[src/rtl/enemy_bullet_pool.sv]
`default_nettype none
// ============================================================================
// Module   : enemy_bullet_pool
// Purpose  : Pool of N_BULLETS enemy projectiles that travel leftward toward
//            the player. On every frame tick each live bullet is stepped
//            left and tested against the player hitbox. The hitbox height
//            follows the squat state. Hits and shield blocks are reported as
//            registered one-cycle pulses.
// Option   : `define AIM_TRACK_EN makes each surviving bullet's y step one
//            pixel per tick toward yPlayer. The step happens after the
//            overlap test.
// Ports    : clk, rst_n (async, active-low)
//            tick               frame-update strobe; state changes only on tick
//            fire               fire request, sampled on tick
//            xEnemy/yEnemy      enemy centre (11b/10b signed)
//            xPlayer/yPlayer    player centre (11b/10b signed)
//            isSquat, defend    squat hitbox select, shield active
//            bx/by              packed per-slot bullet x (11b) / y (10b)
//            alive              per-slot occupied flags
//            ready              cooldown expired and a free slot exists
//            hit/hit_cnt        registered damage pulse and unblocked hit count
//            blocked            registered shield-absorb pulse
// Revision : 1.0  initial release
// ============================================================================
module enemy_bullet_pool #(
    parameter int N_BULLETS = 4,
    parameter int COOLDOWN  = 16,
    parameter int STEP_X    = 8,
    parameter int BULLET_HX = 4,
    parameter int BULLET_HY = 4,
    parameter int PLAYER_HX = 16,
    parameter int PLAYER_HY = 32,
    parameter int SQUAT_HY  = 16
) (
    input  logic                                clk,
    input  logic                                rst_n,
    input  logic                                tick,
    input  logic                                fire,
    input  logic signed [10:0]                  xEnemy,
    input  logic signed [9:0]                   yEnemy,
    input  logic signed [10:0]                  xPlayer,
    input  logic signed [9:0]                   yPlayer,
    input  logic                                isSquat,
    input  logic                                defend,
    output logic signed [11*N_BULLETS-1:0]      bx,
    output logic signed [10*N_BULLETS-1:0]      by,
    output logic        [N_BULLETS-1:0]         alive,
    output logic                                ready,
    output logic                                hit,
    output logic        [$clog2(N_BULLETS+1)-1:0] hit_cnt,
    output logic                                blocked
);

    localparam int HCW = $clog2(N_BULLETS + 1);
    localparam int CDW = (COOLDOWN > 0) ? $clog2(COOLDOWN + 1) : 1;
    localparam int IW  = (N_BULLETS > 1) ? $clog2(N_BULLETS) : 1;

    localparam logic signed [11:0] C_STEP_X    = 12'(STEP_X);
    localparam logic signed [11:0] C_BULLET_HX = 12'(BULLET_HX);
    localparam logic signed [11:0] C_BULLET_HY = 12'(BULLET_HY);
    localparam logic signed [11:0] C_PLAYER_HX = 12'(PLAYER_HX);
    localparam logic signed [11:0] C_PLAYER_HY = 12'(PLAYER_HY);
    localparam logic signed [11:0] C_SQUAT_HY  = 12'(SQUAT_HY);
    localparam logic signed [10:0] C_SPAWN_OFS = 11'(PLAYER_HX + BULLET_HX);
    localparam logic [CDW-1:0]     C_COOLDOWN  = CDW'(COOLDOWN);

    logic signed [10:0]     x_q [N_BULLETS];
    logic signed [10:0]     x_d [N_BULLETS];
    logic signed [9:0]      y_q [N_BULLETS];
    logic signed [9:0]      y_d [N_BULLETS];
    logic [N_BULLETS-1:0]   alive_q, alive_d;
    logic [CDW-1:0]         cooldown_q, cooldown_d;
    logic                   hit_q, hit_d;
    logic                   blocked_q, blocked_d;
    logic [HCW-1:0]         hit_cnt_q, hit_cnt_d;

    // Player hitbox window, shared by all slots (12-bit signed so the
    // +/- half-width never wraps at the 11-bit screen edge).
    logic signed [11:0]     w_px_lo, w_px_hi, w_py, w_ylim;
    assign w_px_hi = $signed({xPlayer[10], xPlayer}) + C_PLAYER_HX;
    assign w_px_lo = $signed({xPlayer[10], xPlayer}) - C_PLAYER_HX;
    assign w_py    = $signed({{2{yPlayer[9]}}, yPlayer});
    assign w_ylim  = C_BULLET_HY + (isSquat ? C_SQUAT_HY : C_PLAYER_HY);

    logic signed [11:0]     w_nx [N_BULLETS];
    logic signed [9:0]      w_ny [N_BULLETS];
    logic [N_BULLETS-1:0]   w_overlap, w_offedge;

    generate
        for (genvar gi = 0; gi < N_BULLETS; gi++) begin : g_slot
            logic signed [11:0] w_dy, w_ady;
            assign w_nx[gi]  = $signed({x_q[gi][10], x_q[gi]}) - C_STEP_X;
            assign w_dy      = $signed({{2{y_q[gi][9]}}, y_q[gi]}) - w_py;
            assign w_ady     = w_dy[11] ? -w_dy : w_dy;
            // Overlap is tested at the post-move position nx.
            assign w_overlap[gi] = (w_nx[gi] - C_BULLET_HX < w_px_hi) &&
                                   (w_nx[gi] + C_BULLET_HX > w_px_lo) &&
                                   (w_ady < w_ylim);
            assign w_offedge[gi] = (w_nx[gi] < C_BULLET_HX);
`ifdef AIM_TRACK_EN
            assign w_ny[gi] = (y_q[gi] < yPlayer) ? y_q[gi] + 10'sd1 :
                              (y_q[gi] > yPlayer) ? y_q[gi] - 10'sd1 :
                                                    y_q[gi];
`else
            assign w_ny[gi] = y_q[gi];
`endif
            assign bx[11*gi +: 11] = x_q[gi];
            assign by[10*gi +: 10] = y_q[gi];
        end
    endgenerate

    // Lowest-index free slot, judged on the pre-tick alive vector so that a
    // slot retired this tick is not reused until the next one.
    logic           w_free_found;
    logic [IW-1:0]  w_free_idx;
    always_comb begin
        w_free_found = 1'b0;
        w_free_idx   = '0;
        for (int i = N_BULLETS - 1; i >= 0; i--) begin
            if (!alive_q[i]) begin
                w_free_found = 1'b1;
                w_free_idx   = IW'(i);
            end
        end
    end

    logic               w_spawn;
    logic signed [10:0] w_spawn_x;
    assign w_spawn   = tick && fire && (cooldown_q == '0) && w_free_found;
    assign w_spawn_x = xEnemy - C_SPAWN_OFS;

    always_comb begin
        x_d        = x_q;
        y_d        = y_q;
        alive_d    = alive_q;
        cooldown_d = cooldown_q;
        hit_cnt_d  = '0;
        hit_d      = 1'b0;
        blocked_d  = 1'b0;
        if (tick) begin
            for (int i = 0; i < N_BULLETS; i++) begin
                if (alive_q[i]) begin
                    if (w_overlap[i]) begin
                        alive_d[i] = 1'b0;
                        if (defend) begin
                            blocked_d = 1'b1;
                        end else begin
                            hit_cnt_d = hit_cnt_d + HCW'(1);
                        end
                    end else if (w_offedge[i]) begin
                        alive_d[i] = 1'b0;
                    end else begin
                        x_d[i] = w_nx[i][10:0];
                        y_d[i] = w_ny[i];
                    end
                end
            end
            hit_d = (hit_cnt_d != '0);
            // The spawned slot was free before the tick, so it never collides
            // with the move/retire updates above.
            if (w_spawn) begin
                alive_d[w_free_idx] = 1'b1;
                x_d[w_free_idx]     = w_spawn_x;
                y_d[w_free_idx]     = yEnemy;
                cooldown_d          = C_COOLDOWN;
            end else if (cooldown_q != '0) begin
                cooldown_d = cooldown_q - CDW'(1);
            end
        end
    end

    always_ff @(posedge clk or negedge rst_n) begin
        if (!rst_n) begin
            for (int i = 0; i < N_BULLETS; i++) begin
                x_q[i] <= '0;
                y_q[i] <= '0;
            end
            alive_q    <= '0;
            cooldown_q <= '0;
            hit_q      <= 1'b0;
            hit_cnt_q  <= '0;
            blocked_q  <= 1'b0;
        end else begin
            x_q        <= x_d;
            y_q        <= y_d;
            alive_q    <= alive_d;
            cooldown_q <= cooldown_d;
            hit_q      <= hit_d;
            hit_cnt_q  <= hit_cnt_d;
            blocked_q  <= blocked_d;
        end
    end

    assign alive   = alive_q;
    assign ready   = (cooldown_q == '0) && !(&alive_q);
    assign hit     = hit_q;
    assign hit_cnt = hit_cnt_q;
    assign blocked = blocked_q;

endmodule
`default_nettype wire
[config.mk]
export PLATFORM = sky130hd
export DESIGN_NAME = enemy_bullet_pool
export DESIGN_NICKNAME = d
export VERILOG_FILES = /design/src/rtl/enemy_bullet_pool.sv
export SDC_FILE = /design/constraint.sdc
export NUM_CORES = 1
export LEC_CHECK = 0
export ABC_AREA = 1
export CORE_UTILIZATION = 67
export DETAILED_ROUTE_END_ITERATION = 10
export DONT_BUFFER_PORTS = 1
export PLACE_DENSITY = 0.83
export SETUP_SLACK_MARGIN = 0.1
export SYNTH_ARGS = -nofsm -noshare
export SYNTH_HDL_FRONTEND = slang
export SYNTH_SLANG_ARGS = --single-unit
[constraint.sdc]
create_clock -name clk -period 5.1 [get_ports clk]
set_clock_uncertainty 0.15 [all_clocks]
set_input_delay 0.51 -clock clk [delete_from_list [all_inputs] [get_ports clk]]
set_output_delay 0.51 -clock clk [all_outputs]
set_load 0.01 [all_outputs]
Word-level counts from Yosys, hierarchy flattened. Index checks and enable logic that the tools add are counted.

Add/sub/neg operators: 28. $lt $le $gt $ge: 20. Multiplexer cells: 93. Bitwise logic cells: 2. Reduce and logical (&&, ||, !) cells: 21.

Operators by type and width (number): two-way mux 11 bit (17); two-way mux 10 bit (5); adder 12 x 4 -> 12 bit, second input constant (4); > comparator 12 bit (4); less-than comparator 12 bit (4); less-than comparator 12 x 4 -> 1 bit, second input constant (4); less-than comparator 12 x 8 -> 1 bit (4); two-way mux 12 bit (4); negator 11 -> 12 bit (4); subtractor 11 x 5 -> 12 bit, second input constant (4); subtractor 12 x 4 -> 12 bit, second input constant (4); bitwise mux 44 bit (1); two-way mux 44 bit (1); subtractor 10 x 10 -> 11 bit (4); two-way mux 3 bit (14); bitwise mux 40 bit (1); two-way mux 40 bit (1); two-way mux 1 bit (38); demux 11 bit (select 2 bit) (1); demux 10 bit (select 2 bit) (1); logical AND 1 bit (14); adder 11 x 6 -> 12 bit, second input constant (1); subtractor 11 x 6 -> 12 bit, second input constant (1); subtractor 11 x 6 -> 11 bit, second input constant (1); other kinds (21) (27).

Bits in registers: 98. Input bits: 48. Logic and storage cells: 177.

Logic depth before layout (Yosys ltp). Gate-level depths: netlist of the first run.

Depth in word-level cells: 25. Mapped depth: 37. Mapped depth without buffers: 37.

Worst setup path before layout of the first run. OpenSTA, ideal clock, no wires.

Kind: register to register. Start: reg x_q (netlist bit bx[3]). End: reg hit_q, in the netlist hit. Library setup time: 119 ps. Arrival: 4440 ps. Required time: 4831 ps. Slack: 391 ps. Cell stages (with the launch flop): 35. Clock period less this slack: 4709 ps. Cell sequence: dfrtp_1 > inv_1 > ha_1 > nand2_1 > nor3_1 > xor2_1 > inv_1 > nand3_1 > o21bai_1 > inv_1 > ha_1 > a21o_1 > nor2_1 > nand3_1 > nand2_1 > nand3_1 > nor2_1 > nand4_1 > nor3_2 > nand4_1 > inv_1 > ha_1 > nand3_1 > nand2_1 > ha_1 > nand4_1 > nand2_1 > ha_1 > nand3_1 > nor2_1 > nand3_1 > nand3_1 > nand2_1 > inv_1 > nand2_1.

Word-level cells in the longest chain between the ends: 25. Elaborated cells on any way between the ends: 27. Classes of those cells: add/sub (6); order compare (2); mux (16); reduce/logical (3).

RTL lines: start: declaration (RTL line 67) `logic signed [10:0] x_q [N_BULLETS];`; start signal: indexed assignment (RTL line 175) `x_q[i] <= '0;`; start signal: assignment (RTL line 184) `x_q <= x_d;`; subtractor 11 x 5 -> 12 bit (*) (RTL line 92) `assign w_nx[gi] = $signed({x_q[gi][10], x_q[gi]}) - C_STEP_X;`; subtractor 12 x 4 -> 12 bit or adder 12 x 4 -> 12 bit (tied branches) (RTL line 96, 97); less-than comparator 12 bit or > comparator 12 bit (tied branches) (RTL line 96, 97); logical AND 1 bit (*) (RTL line 96) `assign w_overlap[gi] = (w_nx[gi] - C_BULLET_HX < w_px_hi) &&`; logical AND 1 bit (*) (RTL line 97) `(w_nx[gi] + C_BULLET_HX > w_px_lo) &&`; two-way mux 1 bit (*) (RTL line 143) `if (w_overlap[i]) begin`; two-way mux 1 bit (*) (RTL line 142) `if (alive_q[i]) begin`; two-way mux 3 bit (*) (RTL line 140) `if (tick) begin`; [10 not listed]; adder 3 x 1 -> 3 bit (RTL line 148) `hit_cnt_d = hit_cnt_d + HCW'(1);`; two-way mux 3 bit (RTL line 145) `if (defend) begin`; two-way mux 3 bit (RTL line 143); two-way mux 3 bit (*) (RTL line 142); two-way mux 3 bit (*) (RTL line 140); nonzero test 3 bit (*) (RTL line 158) `hit_d = (hit_cnt_d != '0);`; two-way mux 1 bit (*) (RTL line 140); via hit_d (RTL line 73) `logic hit_q, hit_d;`; end signal: assignment (RTL line 188) `hit_q <= hit_d;`; end: declaration (RTL line 73).

The timed path passes the listed nets; every way through them passes the cells marked *. The select of a mux whose other input is x is not followed. A chain may end at the register's enable or synchronous reset.

Final worst setup path of the first run.
Start: reg y_q (netlist bit by[0]). End: reg hit_q, in the netlist hit.

Word-level cells in the longest chain between the ends: 25.

RTL lines: start: declaration (RTL line 69) `logic signed [9:0] y_q [N_BULLETS];`; start signal: assignment (RTL line 185) `y_q <= y_d;`; subtractor 10 x 10 -> 11 bit (*) (RTL line 93) `assign w_dy = $signed({{2{y_q[gi][9]}}, y_q[gi]}) - w_py;`; negator 11 -> 12 bit (RTL line 94) `assign w_ady = w_dy[11] ? -w_dy : w_dy;`; two-way mux 12 bit (*) (RTL line 94); less-than comparator 12 x 8 -> 1 bit (*) (RTL line 98) `(w_ady < w_ylim);`; logical AND 1 bit (*) (RTL line 97); two-way mux 1 bit (*) (RTL line 143); two-way mux 1 bit (*) (RTL line 142); two-way mux 3 bit (*) (RTL line 140); [10 not listed]; adder 3 x 1 -> 3 bit (RTL line 148); two-way mux 3 bit (RTL line 145); two-way mux 3 bit (RTL line 143); two-way mux 3 bit (*) (RTL line 142); two-way mux 3 bit (*) (RTL line 140); nonzero test 3 bit (*) (RTL line 158); two-way mux 1 bit (*) (RTL line 140); via hit_d (RTL line 73).

Marks and branches as above.

==> results of run 1 <==
-- power by group through the flow --
stage          combinational, µW  sequential (µW)  clock, µW
2_1_floorplan               4580             1410          0
3_3_place_gp                5770             1520          0
3_5_place_dp                6000             1530          0
4_1_cts                     6080             1520        708
5_1_grt                     7560             1600        741
6_report                    6860             1570        719
-- worst reg2reg max path: cells and delay by family (launching register included) --
kind / cells / cell delay [ps]
xor+xnor: 1 / 160
compound gates: 1 / 160
simple gates: 20 / 2220
flops: 1 / 440
buf+inv: 4 / 310
fa+ha+maj: 6 / 1510
-- flip-flops by register name, indices dropped and copies added, names as in the netlist --
register,count
bx,44
hit,1
blocked,1
cooldown_q,5
alive,4
hit_cnt,3
by,40
-- worst max path at each step --
stage / start / endpoint / slack (ps) / cells past startpoint
floorplan: bx[3]$_DFFE_PN0P_ / hit$_DFF_PN0_ / 390 / 34
global placement: yPlayer[9] / hit$_DFF_PN0_ / 220 / 32
detailed placement: bx[4]$_DFFE_PN0P_ / hit$_DFF_PN0_ / 80 / 35
CTS: bx[4]$_DFFE_PN0P_ / hit$_DFF_PN0_ / 110 / 35
global route: by[0]$_DFFE_PN0P_ / hit$_DFF_PN0_ / -190 / 32
finish: by[0]$_DFFE_PN0P_ / hit$_DFF_PN0_ / 50 / 32
-- per-layer routing --
metal	up-vias	wire, µm	share of wire	track usage
li1	5905	-	-	-
met3	184	5540	0.14	0.0864
met5	-	0	0	0
met4	0	1980	0.050	0.160
met1	5802	15200	0.39	0.560
met2	909	16500	0.42	0.610
-- cell usage in the layout, fill, tap and decap left out, types with 8 or more instances in the layout --
cell type / instances
inv_2: 21
xnor2_1: 31
xor2_1: 61
buf_4: 67
ha_4: 14
a21oi_1: 93
clkbuf_16: 9
nor2_2: 15
o21ai_1: 39
nor3_1: 21
dfrtp_1: 90
nand4_1: 45
dfrtp_2: 8
nor2_4: 11
nand2_1: 438
nand3_2: 13
o21ai_0: 98
inv_1: 262
nand2_2: 21
nand3_1: 113
ha_1: 146
o21a_1: 8
nor2_1: 90
-- cells by family (layout without fill, tap and decap cells) --
kind of cell / count (synthesis) / after routing
AOI/OAI and AO/OA: 284 / 284
adders and majority gates: 166 / 166
and+or+nand+nor: 806 / 806
xor gates and xnor gates: 104 / 104
buffers and inverters: 316 / 373
DFF: 98 / 98
-- metrics by stage --
step	instance area, µm²	TNS, ps	hold WS [ps]	util
detailed placement	12400	0	65.7	0.715
finish	13300	0	98.7	0.772
floorplan	11900	0	64.4	-
CTS	12700	0	76.2	0.734
global placement	12400	0	65.9	0.715
global route	13300	-293	76.6	0.772
-- repair_timing --
action,4_1_cts,5_1_grt
pin swaps,1,51
endpoints found under the setup margin,1,5
gates resized for setup,2,107
setup buffers,0,22
endpoints found under the hold margin,98,0
hold buffers,2,0
-- cell type report --
cell class	instances	area [µm²]	area share
Clock inverter	7	72.6	0.00544
Sequential cell	98	2460	0.184
Inverter	288	1090	0.0814
Multi-Input combinational cell	1360	8680	0.650
Timing Repair Buffer	69	541	0.0405
Clock buffer	9	225	0.0169
Tap cell	225	282	0.0211
==> summary.md, run 1 <==
| Metric | Value |
|---|---|
| Critical Path Max Stage Delay | `440 ps` |
| Antenna violations before repair | `0` |
| Slew HR | `0.283` |
| Die H | `135 µm` |
| Post-synth top cells | `444 x nand2_1, 275 x inv_1, 162 x ha_1` |
| CP startpoint kind | `flip-flop` |
| Outcome | `finished clean` |
| Cell with the most instances on the worst path | `nor2_4` |
| Netlist cell types | `53` |
| Post-Synth Simple-Gate Area | `0.302` |
| Clk slew on worst S/H paths | `80 ps` |
| Fill count | `1270` |
| IO Count | `142` |
| Final Cycle Share | `0.990` |
| RR Endpoint | `hit$_DFF_PN0_` |
| Post-Route WL | `39300 µm` |
| Max cap viols | `0` |
| CP max-delay cell | `dfrtp_1` |
| Final std cells w/o fill | `2056` |
| Hold Violations, Final | `0` |
| Synth Area in Compound Gates | `0.131` |
| Die X | `135 µm` |
| Worst ir drop on vdd | `436 µV` |
| Leak | `0.00711 µW` |
| Main synth FF type | `dfrtp_1` |
| Hold Crit Depth | `1` |
| Post-synthesis adder-cell area fraction | `0.177` |
| Comb pwr share | `0.750` |
| Max Root-Sink Buffers | `2` |
| DR iter-0 viols | `1801` |
| Required @ worst endpoint | `5210 ps` |
| Vias per cell | `6.23` |
| Post-DP HPWL | `29000 µm` |
| Hold Crit Start | `tick` |
| Crit path DAT | `5160 ps` |
| Placed Cells incl. Taps | `2016` |
| Row count | `48` |
| Drt first pass iters | `6` |
| Cell Int Power | `4020 µW` |
| Setup violators final | `0` |
| Tot Pwr | `9150 µW` |
| Number of buffers added on ports | `0` |
| Fin. max-slew vios | `0` |
| Min Tclk post-route | `5050 ps` |
| Starting Density | `0.687` |
| PnR worst setup slack | `49.6 ps` |
| Vias in the first global route | `11.3k` |
| Routability cong. | `0.987` |
| Clock network power share | `0.079` |
| Register share of total power | `0.172` |
| H-tree levels | `3` |
| Core Area | `0.0173 mm²` |
| Hold path endpoint | `bx[15]$_DFFE_PN0P_` |
| R2R Setup Slk | `50 ps` |
| RSZ-0062 raised after global routing | `yes` |
| Synth top area share | `0.206` |
| Buf/Inv on CP | `4` |
| #FFs+latches synth | `98` |
| ANT cells | `0` |
| Crit. End Element | `flip-flop` |
| Pwr/cell area | `685 mW/mm²` |
| Share of cells above drive strength 1 | `0.134` |
| Net Switching | `5130 µW` |
| Wire length per cell | `19.1 µm` |
| Dpl ws | `83.8 ps` |
| DRT antenna net count | `0` |
| Slew @ Worst Pin | `1070 ps` |
| Mapped Cells | `1774` |
| Synth Area in XOR/XNOR | `0.0801` |
| Largest net degree at the start of global routing | `99` |
| Register area share after synthesis | `0.206` |
| Area delta synth->final | `12.3%` |
| Tot GR Track Use | `0.403` |
| Switch share | `0.561` |
| Yosys warning total | `0` |
| Clock insertion delay at the later pin of the skew report | `370 ps` |
| First-pass GRT wire length | `56800 µm` |
| Syn_nets | `1988` |
| Cell Area, Synth | `0.0119 mm²` |
| DRC Markers | `0` |
| Avg Cell Area, Syn | `6.70 µm²` |
| TritonCTS clock tree | `yes` |
| Critical setup path kind | `flip-flop to flip-flop` |
| Number of synthesized flops with an enable pin | `0` |
| Top cells by area, synth | `dfrtp_1 21%, ha_1 17%, nand2_1 14%, inv_1 8.7%, nand3_1 5.2%` |
| CP top delay family | `simple AND/OR/NAND/NOR gates` |
| Max Clk Rate | `198 MHz` |
| Most numerous cell in the Yosys netlist | `nand2_1` |
| Largest family of logic cells by synthesized area | `simple AND/OR/NAND/NOR gates` |
| GRT overflow | `0` |
| Clock Tree Root | `clkbuf_16` |
| Via count | `12.8k` |
| Synth async-reset ratio | `1.00` |
| NumNets Final | `2040` |
| Num CTS Buffers | `9` |
| Post-synth top area cell | `dfrtp_1` |
| Critical Path Fanout Max | `4` |
| Mux cell area share after synthesis | `0` |
| Die footprint | `0.0183 mm²` |
| Num Clock Sinks | `98` |
| Critical R2R Launch | `by[0]$_DFFE_PN0P_` |
| Min-delay worst type | `input port to flip-flop` |
| R2R depth | `32` |
No activity file was read; power rests on OpenSTA's default activity.
==> run 2, diff against run 1 <==
--- a/config.mk
+++ b/config.mk
@@ -7,10 +7,12 @@
 export LEC_CHECK = 0
 export ABC_AREA = 1
 export CORE_UTILIZATION = 67
+export CTS_CLUSTER_DIAMETER = 100
 export DETAILED_ROUTE_END_ITERATION = 10
 export DONT_BUFFER_PORTS = 1
 export PLACE_DENSITY = 0.83
 export SETUP_SLACK_MARGIN = 0.1
+export SLEW_MARGIN = 10
 export SYNTH_ARGS = -nofsm -noshare
 export SYNTH_HDL_FRONTEND = slang
 export SYNTH_SLANG_ARGS = --single-unit
==> results of run 2 <==
Same layout as run 1: the final DEF is identical, and so are final timing and power.
==> run 3, diff against run 2 <==
--- a/config.mk
+++ b/config.mk
@@ -12,7 +12,6 @@
 export DONT_BUFFER_PORTS = 1
 export PLACE_DENSITY = 0.83
 export SETUP_SLACK_MARGIN = 0.1
-export SLEW_MARGIN = 10
 export SYNTH_ARGS = -nofsm -noshare
 export SYNTH_HDL_FRONTEND = slang
 export SYNTH_SLANG_ARGS = --single-unit
==> results of run 3 <==
Same layout as run 1: the final DEF is identical, and so are final timing and power.
